<file path="config.mk">
export PLATFORM = sky130hd
export DESIGN_NAME = pe_scheduler_flat
export DESIGN_NICKNAME = d
export VERILOG_FILES = /design/src/rtl/pe_scheduler_if.sv /design/src/rtl/pe_scheduler.sv /design/src/flat_wrapper.sv
export SDC_FILE = /design/constraint.sdc
export NUM_CORES = 1
export LEC_CHECK = 0
export BUFFER_PORTS_ARGS = -buffer_cell sky130_fd_sc_hd__buf_2
export CORE_AREA = 2 2 173 107
export DETAILED_ROUTE_END_ITERATION = 6
export DIE_AREA = 0 0 175 109
export PLACE_DENSITY = 0.78
export SLEW_MARGIN = 20
export SYNTH_ARGS = -nofsm -noshare
export SYNTH_HDL_FRONTEND = slang
export SYNTH_SLANG_ARGS = --single-unit
</file>
<file path="constraint.sdc">
create_clock -name clk -period 5.5 [get_ports clk]
set_input_delay 0.55 -clock clk [delete_from_list [all_inputs] [get_ports clk]]
set_output_delay 0.55 -clock clk [all_outputs]
set_load 0.02 [all_outputs]
</file>
<file path="src/rtl/pe_scheduler_if.sv">
`default_nettype none
// ============================================================================
//  Module   : pe_scheduler_if
//  Purpose  : Bundles the layer-controller handshake, per-channel counts and
//             the PE issue bus of the sparse-conv PE scheduler.
//  Modports : master - layer controller / PE side (drives start, counts,
//                      pe_ready; observes the issue bus and status)
//             slave  - the scheduler itself
//  Revision : 1.0  initial release
// ============================================================================
interface pe_scheduler_if #(
    parameter int LANES = 4,
    parameter int IDX_W = 16,
    parameter int CH_W  = 16
) ();
    // Layer controller -> scheduler
    logic              start;
    logic [CH_W-1:0]   num_channels;
    logic [IDX_W-1:0]  feature_valid_num;
    logic [IDX_W-1:0]  weight_valid_num;
    // PE -> scheduler
    logic              pe_ready;
    // Scheduler -> PE operand selection
    logic              pe_in_valid;
    logic [CH_W-1:0]   pe_channel;
    logic [IDX_W-1:0]  weight_idx;
    logic [IDX_W-1:0]  pixel_idx;
    logic [LANES-1:0]  lane_mask;
    logic              last_pair;
    // Scheduler -> layer controller
    logic              busy;
    logic              done;

    modport master (
        output start, num_channels, feature_valid_num, weight_valid_num, pe_ready,
        input  pe_in_valid, pe_channel, weight_idx, pixel_idx, lane_mask,
               last_pair, busy, done
    );

    modport slave (
        input  start, num_channels, feature_valid_num, weight_valid_num, pe_ready,
        output pe_in_valid, pe_channel, weight_idx, pixel_idx, lane_mask,
               last_pair, busy, done
    );
endinterface
`default_nettype wire

</file>
<file path="src/rtl/pe_scheduler.sv">
`default_nettype none
// ============================================================================
//  Module   : pe_scheduler
//  Purpose  : Sequencer for the sparse-conv PE datapath. For every input
//             channel it walks all (nonzero weight, group of LANES nonzero
//             pixels) pairs, pixel loop inner / weight loop outer, and issues
//             them to the PE with a valid/ready handshake.
//  Ports    : clk  - rising-edge clock
//             rst  - synchronous reset, active low
//             bus  - pe_scheduler_if.slave:
//                    start/num_channels in, per-channel feature/weight counts
//                    in (sampled in LOAD), pe_ready in; pe_in_valid,
//                    pe_channel, weight_idx, pixel_idx, lane_mask, last_pair,
//                    busy, done out
//  Revision : 1.0  initial release
// ============================================================================
module pe_scheduler #(
    parameter int LANES = 4,
    parameter int IDX_W = 16,
    parameter int CH_W  = 16
) (
    input  wire logic           clk,
    input  wire logic           rst,
    pe_scheduler_if.slave       bus
);

    localparam logic [IDX_W:0] c_LANES = (IDX_W+1)'(LANES);

    typedef enum logic [1:0] {
        ST_IDLE = 2'd0,
        ST_LOAD = 2'd1,
        ST_RUN  = 2'd2,
        ST_DONE = 2'd3
    } state_t;

    // ------------------------------------------------------------------
    // Registers
    // ------------------------------------------------------------------
    state_t             r_state;
    logic [CH_W-1:0]    r_num_ch;
    logic [CH_W-1:0]    r_channel;
    logic [IDX_W-1:0]   r_f;
    logic [IDX_W-1:0]   r_w;
    logic [IDX_W-1:0]   r_weight_idx;
    logic [IDX_W-1:0]   r_pixel_idx;
    logic [LANES-1:0]   r_lane_mask;
    logic               r_pe_in_valid;
    logic               r_done;

    // ------------------------------------------------------------------
    // Next-state values
    // ------------------------------------------------------------------
    state_t             w_state_nxt;
    logic [CH_W-1:0]    w_num_ch_nxt;
    logic [CH_W-1:0]    w_channel_nxt;
    logic [IDX_W-1:0]   w_f_nxt;
    logic [IDX_W-1:0]   w_w_nxt;
    logic [IDX_W-1:0]   w_weight_idx_nxt;
    logic [IDX_W-1:0]   w_pixel_idx_nxt;
    logic               w_valid_nxt;
    logic               w_advance;
    logic [LANES-1:0]   w_lane_raw_nxt;
    logic [LANES-1:0]   w_lane_mask_nxt;

    // ------------------------------------------------------------------
    // Decodes from registers. One extra bit keeps pixel_idx+LANES and
    // index+1 from wrapping when F or W is at its maximum value.
    // ------------------------------------------------------------------
    logic [IDX_W:0]     w_pixel_sum;
    logic               w_pix_end;
    logic               w_w_last;
    logic               w_ch_last;
    logic               w_accept;

    assign w_pixel_sum = {1'b0, r_pixel_idx} + c_LANES;
    assign w_pix_end   = (w_pixel_sum >= {1'b0, r_f});
    assign w_w_last    = (({1'b0, r_weight_idx} + (IDX_W+1)'(1)) == {1'b0, r_w});
    assign w_ch_last   = (({1'b0, r_channel} + (CH_W+1)'(1)) == {1'b0, r_num_ch});
    assign w_accept    = r_pe_in_valid && bus.pe_ready;

    // ------------------------------------------------------------------
    // Next-state / datapath logic
    // ------------------------------------------------------------------
    always_comb begin
        w_state_nxt      = r_state;
        w_num_ch_nxt     = r_num_ch;
        w_channel_nxt    = r_channel;
        w_f_nxt          = r_f;
        w_w_nxt          = r_w;
        w_weight_idx_nxt = r_weight_idx;
        w_pixel_idx_nxt  = r_pixel_idx;
        w_valid_nxt      = 1'b0;
        w_advance        = 1'b0;

        case (r_state)
            ST_IDLE: begin
                if (bus.start) begin
                    w_num_ch_nxt  = bus.num_channels;
                    w_channel_nxt = '0;
                    w_state_nxt   = (bus.num_channels == '0) ? ST_DONE : ST_LOAD;
                end
            end

            ST_LOAD: begin
                w_f_nxt          = bus.feature_valid_num;
                w_w_nxt          = bus.weight_valid_num;
                w_weight_idx_nxt = '0;
                w_pixel_idx_nxt  = '0;
                if ((bus.feature_valid_num == '0) || (bus.weight_valid_num == '0)) begin
                    // Empty channel: nothing to issue, move straight on.
                    w_advance = 1'b1;
                end else begin
                    w_state_nxt = ST_RUN;
                    w_valid_nxt = 1'b1;
                end
            end

            ST_RUN: begin
                w_valid_nxt = 1'b1;
                if (w_accept) begin
                    if (w_pix_end) begin
                        w_pixel_idx_nxt  = '0;
                        w_weight_idx_nxt = r_weight_idx + IDX_W'(1);
                    end else begin
                        w_pixel_idx_nxt  = w_pixel_sum[IDX_W-1:0];
                    end
                    if (w_w_last && w_pix_end) begin
                        w_advance        = 1'b1;
                        w_valid_nxt      = 1'b0;
                        w_pixel_idx_nxt  = '0;
                        w_weight_idx_nxt = '0;
                    end
                end
            end

            ST_DONE: begin
                w_state_nxt = ST_IDLE;
            end

            default: begin
                w_state_nxt = ST_IDLE;
            end
        endcase

        // Channel advance, shared by the skip path in LOAD and the final
        // accepted pair in RUN.
        if (w_advance) begin
            if (w_ch_last) begin
                w_state_nxt = ST_DONE;
            end else begin
                w_channel_nxt = r_channel + CH_W'(1);
                w_state_nxt   = ST_LOAD;
            end
        end
    end

    // Lane i is live when its pixel lies below the channel's nonzero count.
    for (genvar gi = 0; gi < LANES; gi++) begin : g_lane
        assign w_lane_raw_nxt[gi] =
            (({1'b0, w_pixel_idx_nxt} + (IDX_W+1)'(gi)) < {1'b0, w_f_nxt});
    end

    assign w_lane_mask_nxt = w_valid_nxt ? w_lane_raw_nxt : '0;

    // ------------------------------------------------------------------
    // State and output registers
    // ------------------------------------------------------------------
    always_ff @(posedge clk) begin
        if (!rst) begin
            r_state       <= ST_IDLE;
            r_num_ch      <= '0;
            r_channel     <= '0;
            r_f           <= '0;
            r_w           <= '0;
            r_weight_idx  <= '0;
            r_pixel_idx   <= '0;
            r_lane_mask   <= '0;
            r_pe_in_valid <= 1'b0;
            r_done        <= 1'b0;
        end else begin
            r_state       <= w_state_nxt;
            r_num_ch      <= w_num_ch_nxt;
            r_channel     <= w_channel_nxt;
            r_f           <= w_f_nxt;
            r_w           <= w_w_nxt;
            r_weight_idx  <= w_weight_idx_nxt;
            r_pixel_idx   <= w_pixel_idx_nxt;
            r_lane_mask   <= w_lane_mask_nxt;
            r_pe_in_valid <= w_valid_nxt;
            // The done pulse is registered off the DONE state, so it shows
            // up two cycles after the last accepted pair (or after start for
            // an empty layer). A reset during DONE therefore suppresses it.
            r_done        <= (r_state == ST_DONE);
        end
    end

    // ------------------------------------------------------------------
    // Outputs
    // ------------------------------------------------------------------
    assign bus.pe_in_valid = r_pe_in_valid;
    assign bus.pe_channel  = r_channel;
    assign bus.weight_idx  = r_weight_idx;
    assign bus.pixel_idx   = r_pixel_idx;
    assign bus.lane_mask   = r_lane_mask;
    assign bus.last_pair   = r_pe_in_valid && w_w_last && w_pix_end;
    assign bus.busy        = (r_state == ST_LOAD) || (r_state == ST_RUN);
    assign bus.done        = r_done;

endmodule
`default_nettype wire

</file>
<file path="src/flat_wrapper.sv">
// flat-port wrapper written by rule: the top's interface ports become plain ports
module pe_scheduler_flat 
#(
    parameter int LANES = 4,
    parameter int IDX_W = 16,
    parameter int CH_W  = 16
)
  (clk, rst, bus_start, bus_num_channels, bus_feature_valid_num, bus_weight_valid_num, bus_pe_ready, bus_pe_in_valid, bus_pe_channel, bus_weight_idx, bus_pixel_idx, bus_lane_mask, bus_last_pair, bus_busy, bus_done);
  pe_scheduler_if #(.LANES(LANES), .IDX_W(IDX_W), .CH_W(CH_W)) bus_i ();
  input  wire logic clk;
  input  wire logic rst;
  input wire logic [$bits(bus_i.start)-1:0] bus_start;
  input wire logic [$bits(bus_i.num_channels)-1:0] bus_num_channels;
  input wire logic [$bits(bus_i.feature_valid_num)-1:0] bus_feature_valid_num;
  input wire logic [$bits(bus_i.weight_valid_num)-1:0] bus_weight_valid_num;
  input wire logic [$bits(bus_i.pe_ready)-1:0] bus_pe_ready;
  output wire logic [$bits(bus_i.pe_in_valid)-1:0] bus_pe_in_valid;
  output wire logic [$bits(bus_i.pe_channel)-1:0] bus_pe_channel;
  output wire logic [$bits(bus_i.weight_idx)-1:0] bus_weight_idx;
  output wire logic [$bits(bus_i.pixel_idx)-1:0] bus_pixel_idx;
  output wire logic [$bits(bus_i.lane_mask)-1:0] bus_lane_mask;
  output wire logic [$bits(bus_i.last_pair)-1:0] bus_last_pair;
  output wire logic [$bits(bus_i.busy)-1:0] bus_busy;
  output wire logic [$bits(bus_i.done)-1:0] bus_done;
  assign bus_i.start = bus_start;
  assign bus_i.num_channels = bus_num_channels;
  assign bus_i.feature_valid_num = bus_feature_valid_num;
  assign bus_i.weight_valid_num = bus_weight_valid_num;
  assign bus_i.pe_ready = bus_pe_ready;
  assign bus_pe_in_valid = bus_i.pe_in_valid;
  assign bus_pe_channel = bus_i.pe_channel;
  assign bus_weight_idx = bus_i.weight_idx;
  assign bus_pixel_idx = bus_i.pixel_idx;
  assign bus_lane_mask = bus_i.lane_mask;
  assign bus_last_pair = bus_i.last_pair;
  assign bus_busy = bus_i.busy;
  assign bus_done = bus_i.done;
  pe_scheduler #(.LANES(LANES), .IDX_W(IDX_W), .CH_W(CH_W)) u_core (.clk(clk), .rst(rst), .bus(bus_i));
endmodule
</file>
# [Word level (Yosys, flattened, before mapping)]
# Index checks and enable logic that the tools add are counted.
[word_totals] register_bits=104 latchBits=0 ramBits=0 mem_bits_ro=0 inputBits=52 out_inout_bits=56 word_cells=75 n_memories=0
[op_classes] n_addsub=8 n_mul=0 div=0 magnitude_cmp=5 eq_ne=9 n_shift=0 muxes=27 bitwise_logic=0 reduce_logical=16
[op_table] operator="$mux 16" n=11
[op_table] operator="$pmux 16 s2" n=2
[op_table] operator="$add 16x1->17 const B" n=3
[op_table] operator="$lt 17x16->1" n=3
[op_table] operator="$logic_not 16->1" n=3
[op_table] operator="$add 16x2->17 const B" n=2
[op_table] operator="$eq 17x16->1" n=2
[op_table] operator="$add 16x1->16 const B" n=2
[op_table] operator="$add 16x3->17 const B" n=1
[op_table] operator="$ge 17x16->1" n=1
[op_table] operator="$lt 16x16->1" n=1
[op_table] operator="$mux 2" n=5
[op_table] operator="$mux 1" n=6
[op_table] operator="$ne 3x2->1 const B" n=2
[op_table] operator="$pmux 2 s3" n=1
[op_table] operator="$reduce_and 3->1" n=2
[op_table] operator="$eq 2x2->1 const B" n=2
[op_table] operator="$logic_and 1x1->1" n=4
[op_table] operator="$pmux 1 s2" n=2
[op_table] operator="$reduce_and 2->1" n=2
[op_table] operator="$reduce_bool 4->1" n=1
[op_table] operator="$ne 3x1->1 const B" n=1
[op_table] operator="$eq 2x1->1 const B" n=1
[op_table] operator="$logic_not 2->1" n=1
[op_table] operator="3 further kinds" n=4

# [Logic depth before layout (Yosys ltp)]
# Gate-level depths: netlist (run 1).
[logic_depth] word_depth=8 ltp_mapped=29 depth_no_buf=28

# [Least setup slack after synthesis (run 1)]
# OpenSTA, ideal clock, no wires.
[synth_path] path_type="register to register" from="register u_core.r_pixel_idx[3] (netlist: u_core.bus.pixel_idx[3])" to="register u_core.r_lane_mask[1] (netlist: u_core.bus.lane_mask[1])" setup_ps=78 arrival_time_ps=5166 t_required_ps=5422 setup_slack_ps=256 stages_incl_launch_ff=29 path_buffers=2 synth_period_minus_slack_ps=5244 path_cell_list="dfxtp_1 > ha_1 > and3_2 > nand3_2 > nor2_1 > xnor2_1 > inv_1 > ha_1 > a21o_1 > a21oi_1 > o31a_1 > o311ai_2 > a21oi_1 > buf_2 > and2_1 > clkbuf_1 > ha_1 > and3_1 > nand2_1 > nor2_1 > nand3b_1 > xnor2_1 > ha_1 > and4_1 > a21oi_1 > a21oi_1 > a211oi_1 > o21ai_0 > nor3_1"
[synth_via] elab_chain_len=8 word_cells_on_any_way=13 classes_between="add/sub (2); order compare (2); mux (7); reduce/logical (2)"
[synth_lines] item="start, declared" line="pe_scheduler.sv:45" source="logic [IDX_W-1:0] r_pixel_idx;"
[synth_lines] item="start signal, assigned" line="pe_scheduler.sv:187" source="r_pixel_idx <= w_pixel_idx_nxt;"
[synth_lines] item="$add 16x3->17 *" line="pe_scheduler.sv:75" source="assign w_pixel_sum = {1'b0, r_pixel_idx} + c_LANES;"
[synth_lines] item="$ge 17x16->1 *" line="pe_scheduler.sv:76" source="assign w_pix_end = (w_pixel_sum >= {1'b0, r_f});"
[synth_lines] item="$mux 16 / $logic_and 1x1->1 (equally long branches)" line="pe_scheduler.sv:121, pe_scheduler.sv:127"
[synth_lines] item="$mux 16 *" line="pe_scheduler.sv:127" source="if (w_w_last && w_pix_end) begin"
[synth_lines] item="$mux 16 *" line="pe_scheduler.sv:120" source="if (w_accept) begin"
[synth_lines] item="$pmux 16 s2 *" line="pe_scheduler.sv:95" source="case (r_state)"
[synth_lines] item="via u_core.w_pixel_idx_nxt[2]" line="pe_scheduler.sv:59" source="logic [IDX_W-1:0] w_pixel_idx_nxt;"
[synth_lines] item="$add 16x1->17 *" line="pe_scheduler.sv:160" source="(({1'b0, w_pixel_idx_nxt} + (IDX_W+1)'(gi)) < {1'b0, w_f_nxt});"
[synth_lines] item="$lt 17x16->1 *" line="pe_scheduler.sv:160"
[synth_lines] item="end signal, assigned" line="pe_scheduler.sv:188" source="r_lane_mask <= w_lane_mask_nxt;"
[synth_lines] item="end, declared" line="pe_scheduler.sv:46" source="logic [LANES-1:0] r_lane_mask;"
# The timed path passes the listed nets; every way through them passes the cells marked *.
# A chain may end at the register's enable or synchronous reset.

# [Worst setup path after layout (run 1)]
[layout_path] from="register u_core.r_pixel_idx[3] (netlist: u_core.bus.pixel_idx[3])" to="register u_core.r_lane_mask[1] (netlist: u_core.bus.lane_mask[1])"
[layout_via] elab_chain_len=8 word_cells_on_any_way=13 classes_between="add/sub (2); order compare (2); mux (7); reduce/logical (2)"
[layout_lines] item="$add 16x3->17" line="pe_scheduler.sv:75"
[layout_lines] item="$ge 17x16->1" line="pe_scheduler.sv:76"
[layout_lines] item="$mux 16 / $logic_and 1x1->1 (equally long branches)" line="pe_scheduler.sv:121, pe_scheduler.sv:127"
[layout_lines] item="$mux 16" line="pe_scheduler.sv:127"
[layout_lines] item="$mux 16" line="pe_scheduler.sv:120"
[layout_lines] item="$pmux 16 s2" line="pe_scheduler.sv:95"
[layout_lines] item="$add 16x1->17" line="pe_scheduler.sv:160"
[layout_lines] item="$lt 17x16->1" line="pe_scheduler.sv:160"
# Parallel ways exist; a longest one is shown, timed or not.

==> summary.md, run 1 <==
| Metric | Value |
|---|---|
| DRT iter0 DRCs | `1122` |
| Inserted Diodes | `0` |
| Worst setup EP type | `flip-flop` |
| Lkg Pwr | `0.00409 µW` |
| Area contributors post-synth | `dfxtp_1 (24%), ha_1 (13%), xnor2_1 (6.0%)` |
| Die height | `109 µm` |
| Worst-Margin Slew | `957 ps` |
| DRC | `0` |
| Worst skew pair latency | `370 ps` |
| Nets | `1291` |
| Yosys warning total | `0` |
| First-pass GRT wire length | `41200 µm` |
| Post-Syn Area | `8620 µm²` |
| #FFs+latches synth | `104` |
| Post-Syn Nets | `1210` |
| Startpoint types | `flip-flop` |
| Worst Path Required | `5790 ps` |
| Largest net degree at the start of global routing | `38` |
| Pre-CTS setup slack | `196 ps` |
| Core Rows | `38` |
| Layout cell share with drive strength beyond 1 | `0.175` |
| # setup viols final | `0` |
| CTS tree | `done` |
| Ys async rst share | `0` |
| Global placement routability congestion | `1.02` |
| Post-synth EDFFs | `0` |
| Mapped Cells | `1071` |
| Post-route ant nets | `0` |
| Drt pass-1 iters | `7` |
| Clock root buffer | `clkbuf_16` |
| Fin. max-slew vios | `0` |
| Most used DFF post-synth | `dfxtp_1` |
| Antenna violations before repair | `1` |
| Final Cycle Share | `0.947` |
| Skew final | `12.1 ps` |
| Hold WC Path Type | `input port to flip-flop` |
| Slew Limit Headroom | `0.360` |
| Synth top area share | `0.242` |
| Clk sink count | `104` |
| Vias per cell | `6.01` |
| Pwr dens | `201 nW/µm²` |
| Die ar. | `19100 µm²` |
| Hold Fails Final Rpt | `0` |
| Fin crit period | `5210 ps` |
| Finished Core Util | `0.549` |
| Crit Path Max Fanout | `7` |
| Worst vdd ir | `0.000156 V` |
| Clk slew on worst S/H paths | `80 ps` |
| Placed instance area | `9330 µm²` |
| Register area share after synthesis | `0.242` |
| Post-DR wirelength/cell | `18.9 µm` |
| Vias | `8402` |
| Total CTS buffers | `9` |
| WL final | `26400 µm` |
| Cell taking the most area after synthesis | `dfxtp_1` |
| I/O pin total | `108` |
| Global-route usage over all layers | `0.275` |
| Post-layout instance area | `9680 µm²` |
| Post-DP HPWL | `20700 µm` |
| Max-cap viol count | `0` |
| Initial Util | `0.489` |
| Post-Syn Area per Cell | `8.05 µm²` |
| H-tree Lvls | `3` |
| Synth cell types | `87` |
| Vias in the first global route | `7579` |
| Sum Neg Setup Slack | `0 ps` |
| Fmax | `192 MHz` |
| Arrival time worst endpoint | `5500 ps` |
| Setup slack after layout | `289 ps` |
| Status | `finished, final reports clean` |
| Core Region | `17600 µm²` |
| Area Growth Syn to Fin | `12.3%` |
| GR Overflow Total | `0` |
| I/O Buffers | `107` |
| CTS Buffer Depth | `2` |
| CP Class | `flip-flop to flip-flop` |
| WHS | `424 ps` |
| Chip width | `175 µm` |
## placed cells by master (no fill, tap or decap), types with 12 or more instances in the layout
cell type,count
buf_2,107
and4_1,13
ha_1,83
nor3_1,24
o21ai_0,33
nand2_1,102
nand2b_1,13
dfxtp_1,102
xor2_1,43
nor4_1,25
and2_1,12
nand4_1,32
xnor2_1,59
nor2b_1,15
o21ai_1,17
a21oi_1,61
nand3_1,34
nor2_1,96
mux2i_1,38
buf_4,22
inv_1,41
## path summary, 6_finish.rpt
path	endpoint	depth (start not counted)	slack [ps]	from
max reg2reg	u_core.bus.lane_mask[1]$_SDFF_PN0_	22	290	u_core.bus.pixel_idx[3]$_SDFF_PN0_
min	u_core.r_num_ch[5]$_SDFFE_PN0P_	3	420	bus_num_channels[5]
max	u_core.bus.lane_mask[1]$_SDFF_PN0_	22	290	u_core.bus.pixel_idx[3]$_SDFF_PN0_
min reg2reg	u_core.r_num_ch[11]$_SDFFE_PN0P_	2	470	u_core.r_num_ch[11]$_SDFFE_PN0P_
## cells in the mapped netlist, types with 4 or more instances
cell / n
o21ai_0: 35
xor2_1: 43
nor4_1: 25
a21o_1: 11
o21ai_1: 16
nand3b_1: 4
a21oi_1: 62
a211oi_1: 4
nand4_1: 32
and4_1: 13
xnor2_1: 59
nor3_1: 24
ha_1: 87
dfxtp_1: 104
nand2b_1: 13
mux2i_1: 38
inv_1: 42
or3_1: 5
o31ai_1: 10
nor2b_1: 15
or4_1: 5
buf_2: 19
clkbuf_1: 24
nor2_1: 99
o21bai_1: 4
a31oi_1: 8
buf_6: 4
a21oi_2: 6
nand2_1: 102
nand3_1: 34
buf_1: 8
buf_4: 5
and3_1: 9
and2_1: 13
o211ai_1: 9
## routing by layer
| metal | track usage | wire length, µm |
|---|---|---|
| met1 | 0.422 | 12800 |
| met2 | 0.371 | 10100 |
| met3 | 0.0757 | 3000 |
| met4 | 0.0685 | 503 |
| met5 | 0 | 8 |
## metrics by stage
stage          std cells  power [µW]
5_1_grt             1397        2020
3_3_place_gp        1380        1270
6_report            1397        1940
2_1_floorplan       1071        1140
4_1_cts             1396        1930
3_5_place_dp        1380        1280
## flip-flops by register name, summed over array words and instances (netlist names)
register	count
u_core.bus.pe_channel	16
u_core.bus.pixel_idx	16
u_core.bus.weight_idx	16
u_core.r_f	16
u_core.r_num_ch	16
u_core.r_w	16
u_core.bus.lane_mask	4
u_core.r_state	2
u_core.bus.done	1
u_core.bus.pe_in_valid	1
## cell type report
type	count	area (µm²)
multi-input cells	863	6130
fillers	1653	7960
clock buffers	10	229
inverters	44	165
flip-flops and latches	104	2080
clock inverters	6	62.6
well taps	240	300
repair buffers	130	712
## power breakdown
| part | leakage (µW) | internal [µW] | switching, µW |
|---|---|---|---|
| combinational | 0.00310 | 183 | 292 |
| clock | 0.000142 | 320 | 340 |
| sequential | 0.000845 | 784 | 25.7 |
## critical path, stage by stage (launching register included)
cell and delay (ps):
dfxtp_2 390, ha_2 230, and3_4 230, nand2_2 100
nor2_1 140, xor2_1 230, ha_1 300, a211oi_2 200
o21bai_1 100, o21bai_1 230, buf_4 150, o311a_1 330
o2111ai_1 320, or2_1 400, or3b_1 460, nand2b_1 190
xnor2_1 210, ha_1 290, nand3_1 120, a21oi_1 50
a211oi_1 200, o21ai_0 110, nor3_1 130
## kinds of logic after synthesis
| group | synth area share |
|---|---|
| buffers and inverters | 0.0537 |
| xor gates and xnor gates | 0.104 |
| and+or+nand+nor | 0.262 |
| muxes | 0.0498 |
| DFF | 0.242 |
| adders and majority gates | 0.126 |
| AOI/OAI and AO/OA | 0.163 |
## what timing repair did
item	4_1_cts	5_1_grt
setup endpoints to repair	0	3
setup buffers	0	1
gates resized for setup	0	17
hold buffers	0	0
No activity file was read; power rests on OpenSTA's default activity.
==> run 2: changes to the inputs <==
clock period = 5.48 ns   (was 5.5 ns; I/O delays follow)
==> summary.md, run 2 (same netlist as run 1, synthesis figures left out) <==
| Metric | Value |
|---|---|
| Worst Path Required | `5750 ps` |
| CP Capture Point | `u_core.bus.lane_mask[3]$_SDFF_PN0_` |
| Startpoint types | `flip-flop` |
| Final Cycle Share | `0.947` |
| Most frequent cells in the layout | `buf_2 (107), dfxtp_1 (102), nand2_1 (100), nor2_1 (97), ha_1 (84)` |
| Clock root buffer | `clkbuf_16` |
| Worst-case reg-to-reg path depth | `26` |
| Total CTS buffers | `9` |
| H-tree Lvls | `3` |
| Lkg Pwr | `0.00408 µW` |
| RSZ-0062 raised after global routing | `yes` |
| Pwr Total | `1920 µW` |
| Most common cell after layout, fill and taps aside | `buf_2` |
| Drt pass-1 iters | `6` |
| Fmax | `193 MHz` |
| Hold WC Path Type | `input port to flip-flop` |
| Hold Fails Final Rpt | `0` |
| Post-route ant nets | `0` |
| Layout cell share with drive strength beyond 1 | `0.176` |
| Nets | `1291` |
| Post-DR wirelength/cell | `18.9 µm` |
| Arrival time worst endpoint | `5460 ps` |
| I/O pin total | `108` |
| FF/Latch Area | `2090 µm²` |
| Global placement routability congestion | `0.988` |
| Antenna violations before repair | `1` |
| Status | `finished, final reports clean` |
| DRT iter0 DRCs | `1001` |
| Core Rows | `38` |
| Pwr dens | `198 nW/µm²` |
| Reg2reg end | `u_core.bus.lane_mask[3]$_SDFF_PN0_` |
| Fin crit period | `5190 ps` |
| Vias | `8404` |
| Max-cap viol count | `0` |
| Core Region | `17600 µm²` |
| Worst skew pair latency | `370 ps` |
| Largest net degree at the start of global routing | `42` |
| WL final | `26400 µm` |
| Inserted Diodes | `0` |
| Worst-Margin Slew | `963 ps` |
| Clk sink count | `104` |
| First-pass GRT wire length | `41100 µm` |
| Clk slew on worst S/H paths | `80 ps` |
| Worst vdd ir | `0.000157 V` |
| CTS Buffer Depth | `2` |
| CTS tree | `done` |
| I/O Buffers | `107` |
| Die height | `109 µm` |
| Slew Limit Headroom | `0.355` |
| Vias in the first global route | `7532` |
| Vias per cell | `6.02` |
| Chip width | `175 µm` |
| Flop2flop setup slack | `290 ps` |
| Sum Neg Setup Slack | `0 ps` |
| Initial Util | `0.489` |
| Crit path from | `u_core.bus.pixel_idx[2]$_SDFF_PN0_` |
| GR Overflow Total | `0` |
| Die ar. | `19100 µm²` |
| Multi-input gate area | `6160 µm²` |
| Global-route usage over all layers | `0.276` |
| Reg2Reg Launch Point | `u_core.bus.pixel_idx[2]$_SDFF_PN0_` |
| Post-DP HPWL | `20800 µm` |
| Filler Cell Count | `1639` |
| Worst setup EP type | `flip-flop` |
| Area Growth Syn to Fin | `12.5%` |
| Skew final | `14.3 ps` |
| Fin. max-slew vios | `0` |
| Crit Path Max Fanout | `6` |
| # setup viols final | `0` |
| DRC | `0` |
| CP Class | `flip-flop to flip-flop` |
## run 2: worst max-delay path: stages (launching register included)
cell      delay (ps)
dfxtp_4          390
ha_4             160
and3_4           230
nand2_2          110
nor2_1           150
xor2_1           250
ha_1             290
a211oi_1         210
o21bai_1         110
o21bai_1         220
o311ai_2         170
a21oi_2          280
buf_4            180
and2_1           180
buf_4            180
ha_1             170
a31oi_1          130
xnor2_1          170
ha_1             310
nor2b_1          140
o21ai_1          140
nand2b_1          90
a211oi_2         210
o21ai_1          110
o211ai_1         190
a31oi_1          100
nor4_1           220
## run 2: how the worst min path moves through the flow
stage | from | endpoint | depth (start not counted)
final | bus_num_channels[2] | u_core.r_num_ch[2]$_SDFFE_PN0P_ | 3
after global routing | bus_num_channels[5] | u_core.r_num_ch[5]$_SDFFE_PN0P_ | 3
after CTS | bus_num_channels[2] | u_core.r_num_ch[2]$_SDFFE_PN0P_ | 3
after detailed placement | u_core.r_num_ch[4]$_SDFFE_PN0P_ | u_core.r_num_ch[4]$_SDFFE_PN0P_ | 2
after global placement | u_core.r_num_ch[14]$_SDFFE_PN0P_ | u_core.r_num_ch[14]$_SDFFE_PN0P_ | 2
after floorplan | u_core.r_num_ch[11]$_SDFFE_PN0P_ | u_core.r_num_ch[11]$_SDFFE_PN0P_ | 2
## run 2: per-layer routing
metal / up-vias / GRT usage / share of wire
met5: - / 0 / 0.00030
met4: 2 / 0.0667 / 0.016
met3: 39 / 0.0683 / 0.11
met2: 429 / 0.370 / 0.38
met1: 3912 / 0.429 / 0.49
li1: 4022 / - / -
## run 2: area by class of cell
| class | instances | share of cell area |
|---|---|---|
| timing repair buffer | 130 | 0.0730 |
| sequential | 104 | 0.215 |
| tap | 240 | 0.0310 |
| clock inverter | 6 | 0.00529 |
| multi-input combinational | 863 | 0.635 |
| inverter | 44 | 0.0170 |
| clock buffer | 9 | 0.0232 |
## run 2: per-stage QoR
step                worst slack [ps]  instance area (µm²)   util  cells  hold WS, ps
finish                           291                 9700  0.550   1396          433
CTS                             53.1                 9610  0.545   1395          429
detailed placement              2.73                 9330  0.529   1380          460
global placement                 262                 9330  0.529   1380          456
floorplan                        236                 8620      -   1071          448
global route                   -10.8                 9700  0.550   1396          439
## run 2: report_power, final
| group | leakage, µW | internal (µW) | switching, µW |
|---|---|---|---|
| sequential | 0.000845 | 786 | 26.0 |
| clock | 0.000126 | 312 | 315 |
| combinational | 0.00311 | 187 | 297 |
## run 2: what timing repair did
| action | 4_1_cts | 5_1_grt |
|---|---|---|
| endpoints found under the setup margin | 1 | 3 |
| pin swaps | 0 | 5 |
| setup buffers | 0 | 1 |
| gates resized for setup | 1 | 21 |
| hold buffers | 0 | 0 |
| endpoints found under the hold margin | 0 | 0 |
==> run 3: changes to the inputs <==
PLACE_DENSITY = 0.8   (was 0.78)
clock period = 4.6 ns   (was 5.48 ns; I/O delays follow)
==> summary.md, run 3 (same netlist as run 1, synthesis figures left out) <==
| Metric | Value |
|---|---|
| Status | `finished with violations` |
| Failing checks | `negative setup slack` |
| Clock share of power | `0.322` |
| Post-DR wirelength/cell | `19.2 µm` |
| Slowest cell on crit path | `dfxtp_4` |
| Most frequent cells in the layout | `buf_2 (107), nand2_1 (99), buf_4 (99), dfxtp_1 (95), nor2_1 (91)` |
| Worst vdd ir | `0.000193 V` |
| I/O Buffers | `107` |
| DRC | `0` |
| Comb power frac | `0.276` |
| Post-DP HPWL | `22100 µm` |
| Worst skew pair latency | `370 ps` |
| Most common cell after layout, fill and taps aside | `buf_2` |
| Vias | `8831` |
| Arrival time worst endpoint | `5030 ps` |
| Hold-fix buffers, CTS | `0` |
| Post-route ant nets | `0` |
| Total CTS buffers | `9` |
| # setup viols final | `2` |
| Final Cycle Share | `1.03` |
| Largest net degree at the start of global routing | `68` |
| WL final | `28400 µm` |
| Initial Util | `0.489` |
| Sequential power share | `0.402` |
| CTS Buffer Depth | `2` |
| Pwr Total | `2410 µW` |
| Skew final | `11.7 ps` |
| Global-route usage over all layers | `0.292` |
| Worst setup EP type | `flip-flop` |
| Vias per cell | `5.98` |
| Drt pass-1 iters | `7` |
| Fin. max-slew vios | `0` |
| GR Overflow Total | `0` |
| Clock root buffer | `clkbuf_16` |
| Inserted Diodes | `0` |
| Int Power | `1600 µW` |
| Fmax | `211 MHz` |
| Nets | `1370` |
| Setup slack after layout | `-143 ps` |
| Vias in the first global route | `7960` |
| Sw Share | `0.336` |
| Global placement routability congestion | `0.973` |
| Switch Pwr | `809 µW` |
| H-tree Lvls | `3` |
| DRT iter0 DRCs | `1091` |
| Inst Count DP | `1443` |
| CTS tree | `done` |
| Crit Path Max Fanout | `5` |
| Startpoint types | `flip-flop` |
| Hold WC Path Type | `input port to flip-flop` |
| Area Growth Syn to Fin | `22.9%` |
| Worst-Margin Slew | `973 ps` |
| Max-cap viol count | `0` |
| Antenna violations before repair | `0` |
| Worst Path Required | `4880 ps` |
| Die ar. | `19100 µm²` |
| Worst path bufs/invs | `2` |
| Fin crit period | `4740 ps` |
| Delay-heaviest family, CP | `simple AND/OR/NAND/NOR gates` |
| I/O pin total | `108` |
| Core Region | `17600 µm²` |
| Lkg Pwr | `0.00457 µW` |
| Chip width | `175 µm` |
| Critical path's largest stage delay | `380 ps` |
| Pwr dens | `227 nW/µm²` |
| Non-Filler Instances | `1476` |
| RSZ-0062 raised after global routing | `yes` |
| Layout cell share with drive strength beyond 1 | `0.269` |
| Hold Fails Final Rpt | `0` |
| CP dominant cell by count | `ha_1` |
| Slew Limit Headroom | `0.348` |
| Core Rows | `38` |
| Clk slew on worst S/H paths | `80 ps` |
| Die height | `109 µm` |
| WHS | `329 ps` |
| Filler Cell Count | `1553` |
| Clk sink count | `104` |
| CP Class | `flip-flop to flip-flop` |
| First-pass GRT wire length | `43200 µm` |
## run 3: cell types whose count changed in the layout (fill, tap and decap cells not counted), sizes merged
cell,previous run,this run
buf,130,209
clkinv,0,2
inv,47,49
clkinvlp,3,0
## run 3: worst reg2reg max path, stage by stage (launching register included)
cell,delay [ps]
dfxtp_4,380
and4_4,240
and3_4,220
nand3_4,100
nor2_2,140
xor2_1,210
ha_1,290
buf_4,140
nand3_2,80
o21bai_2,150
o311ai_4,140
a21oi_4,270
and2_4,240
ha_4,160
buf_6,120
nand2_4,60
xnor2_2,130
nor2_1,130
ha_1,250
a21o_1,190
a21oi_2,130
nor2b_1,60
o21ai_1,130
nand2b_1,90
a211oi_2,330
nor4bb_2,110
nor3_1,160
## run 3: layout make-up
cell class,instances,area (µm²),share of cell area
well taps,240,300,0.0283
flip-flops and latches,104,2100,0.198
clock buffers,9,225,0.0213
inverters,44,168,0.0158
multi-input cells,863,6430,0.607
clock inverters,7,58.8,0.00555
repair buffers,209,1310,0.124
## run 3: through the flow
step	cell area [µm²]	util	setup slack [ps]	setup TNS, ps
after floorplan	8780	-	-28.6	-55.0
after global placement	9930	0.563	-21.3	-55.0
after detailed placement	9930	0.563	-236	-422
after CTS	10400	0.589	0.630	0
after global routing	10600	0.601	-349	-1140
final	10600	0.601	-143	-196
## run 3: worst paths after layout
kind	cells past startpoint	slack [ps]	endpoint	start
worst max-delay path	26	-140	u_core.bus.lane_mask[1]$_SDFF_PN0_	u_core.bus.pixel_idx[3]$_SDFF_PN0_
worst min register to register	2	470	u_core.r_num_ch[13]$_SDFFE_PN0P_	u_core.r_num_ch[13]$_SDFFE_PN0P_
worst min-delay path	3	330	u_core.r_num_ch[7]$_SDFFE_PN0P_	bus_num_channels[7]
worst max register to register	26	-140	u_core.bus.lane_mask[1]$_SDFF_PN0_	u_core.bus.pixel_idx[3]$_SDFF_PN0_
## run 3: what timing repair did
item,4_1_cts,5_1_grt
pin swaps,16,32
endpoints found under the setup margin,4,4
resized for setup,22,35
setup buffers,11,6
## run 3: power by group through the flow
stage | Combinational [µW] | Clock [µW] | Sequential (µW)
global placement | 594 | 0 | 985
CTS | 636 | 776 | 966
finish | 664 | 774 | 968
detailed placement | 605 | 0 | 987
floorplan | 390 | 0 | 980
global route | 720 | 807 | 971
## run 3: per-layer routing
layer	track usage	vias to the layer above	share of wire
met5	0	-	0
met2	0.407	402	0.39
met1	0.444	4215	0.49
li1	-	4168	-
met4	0.0792	0	0.021
met3	0.0649	46	0.096
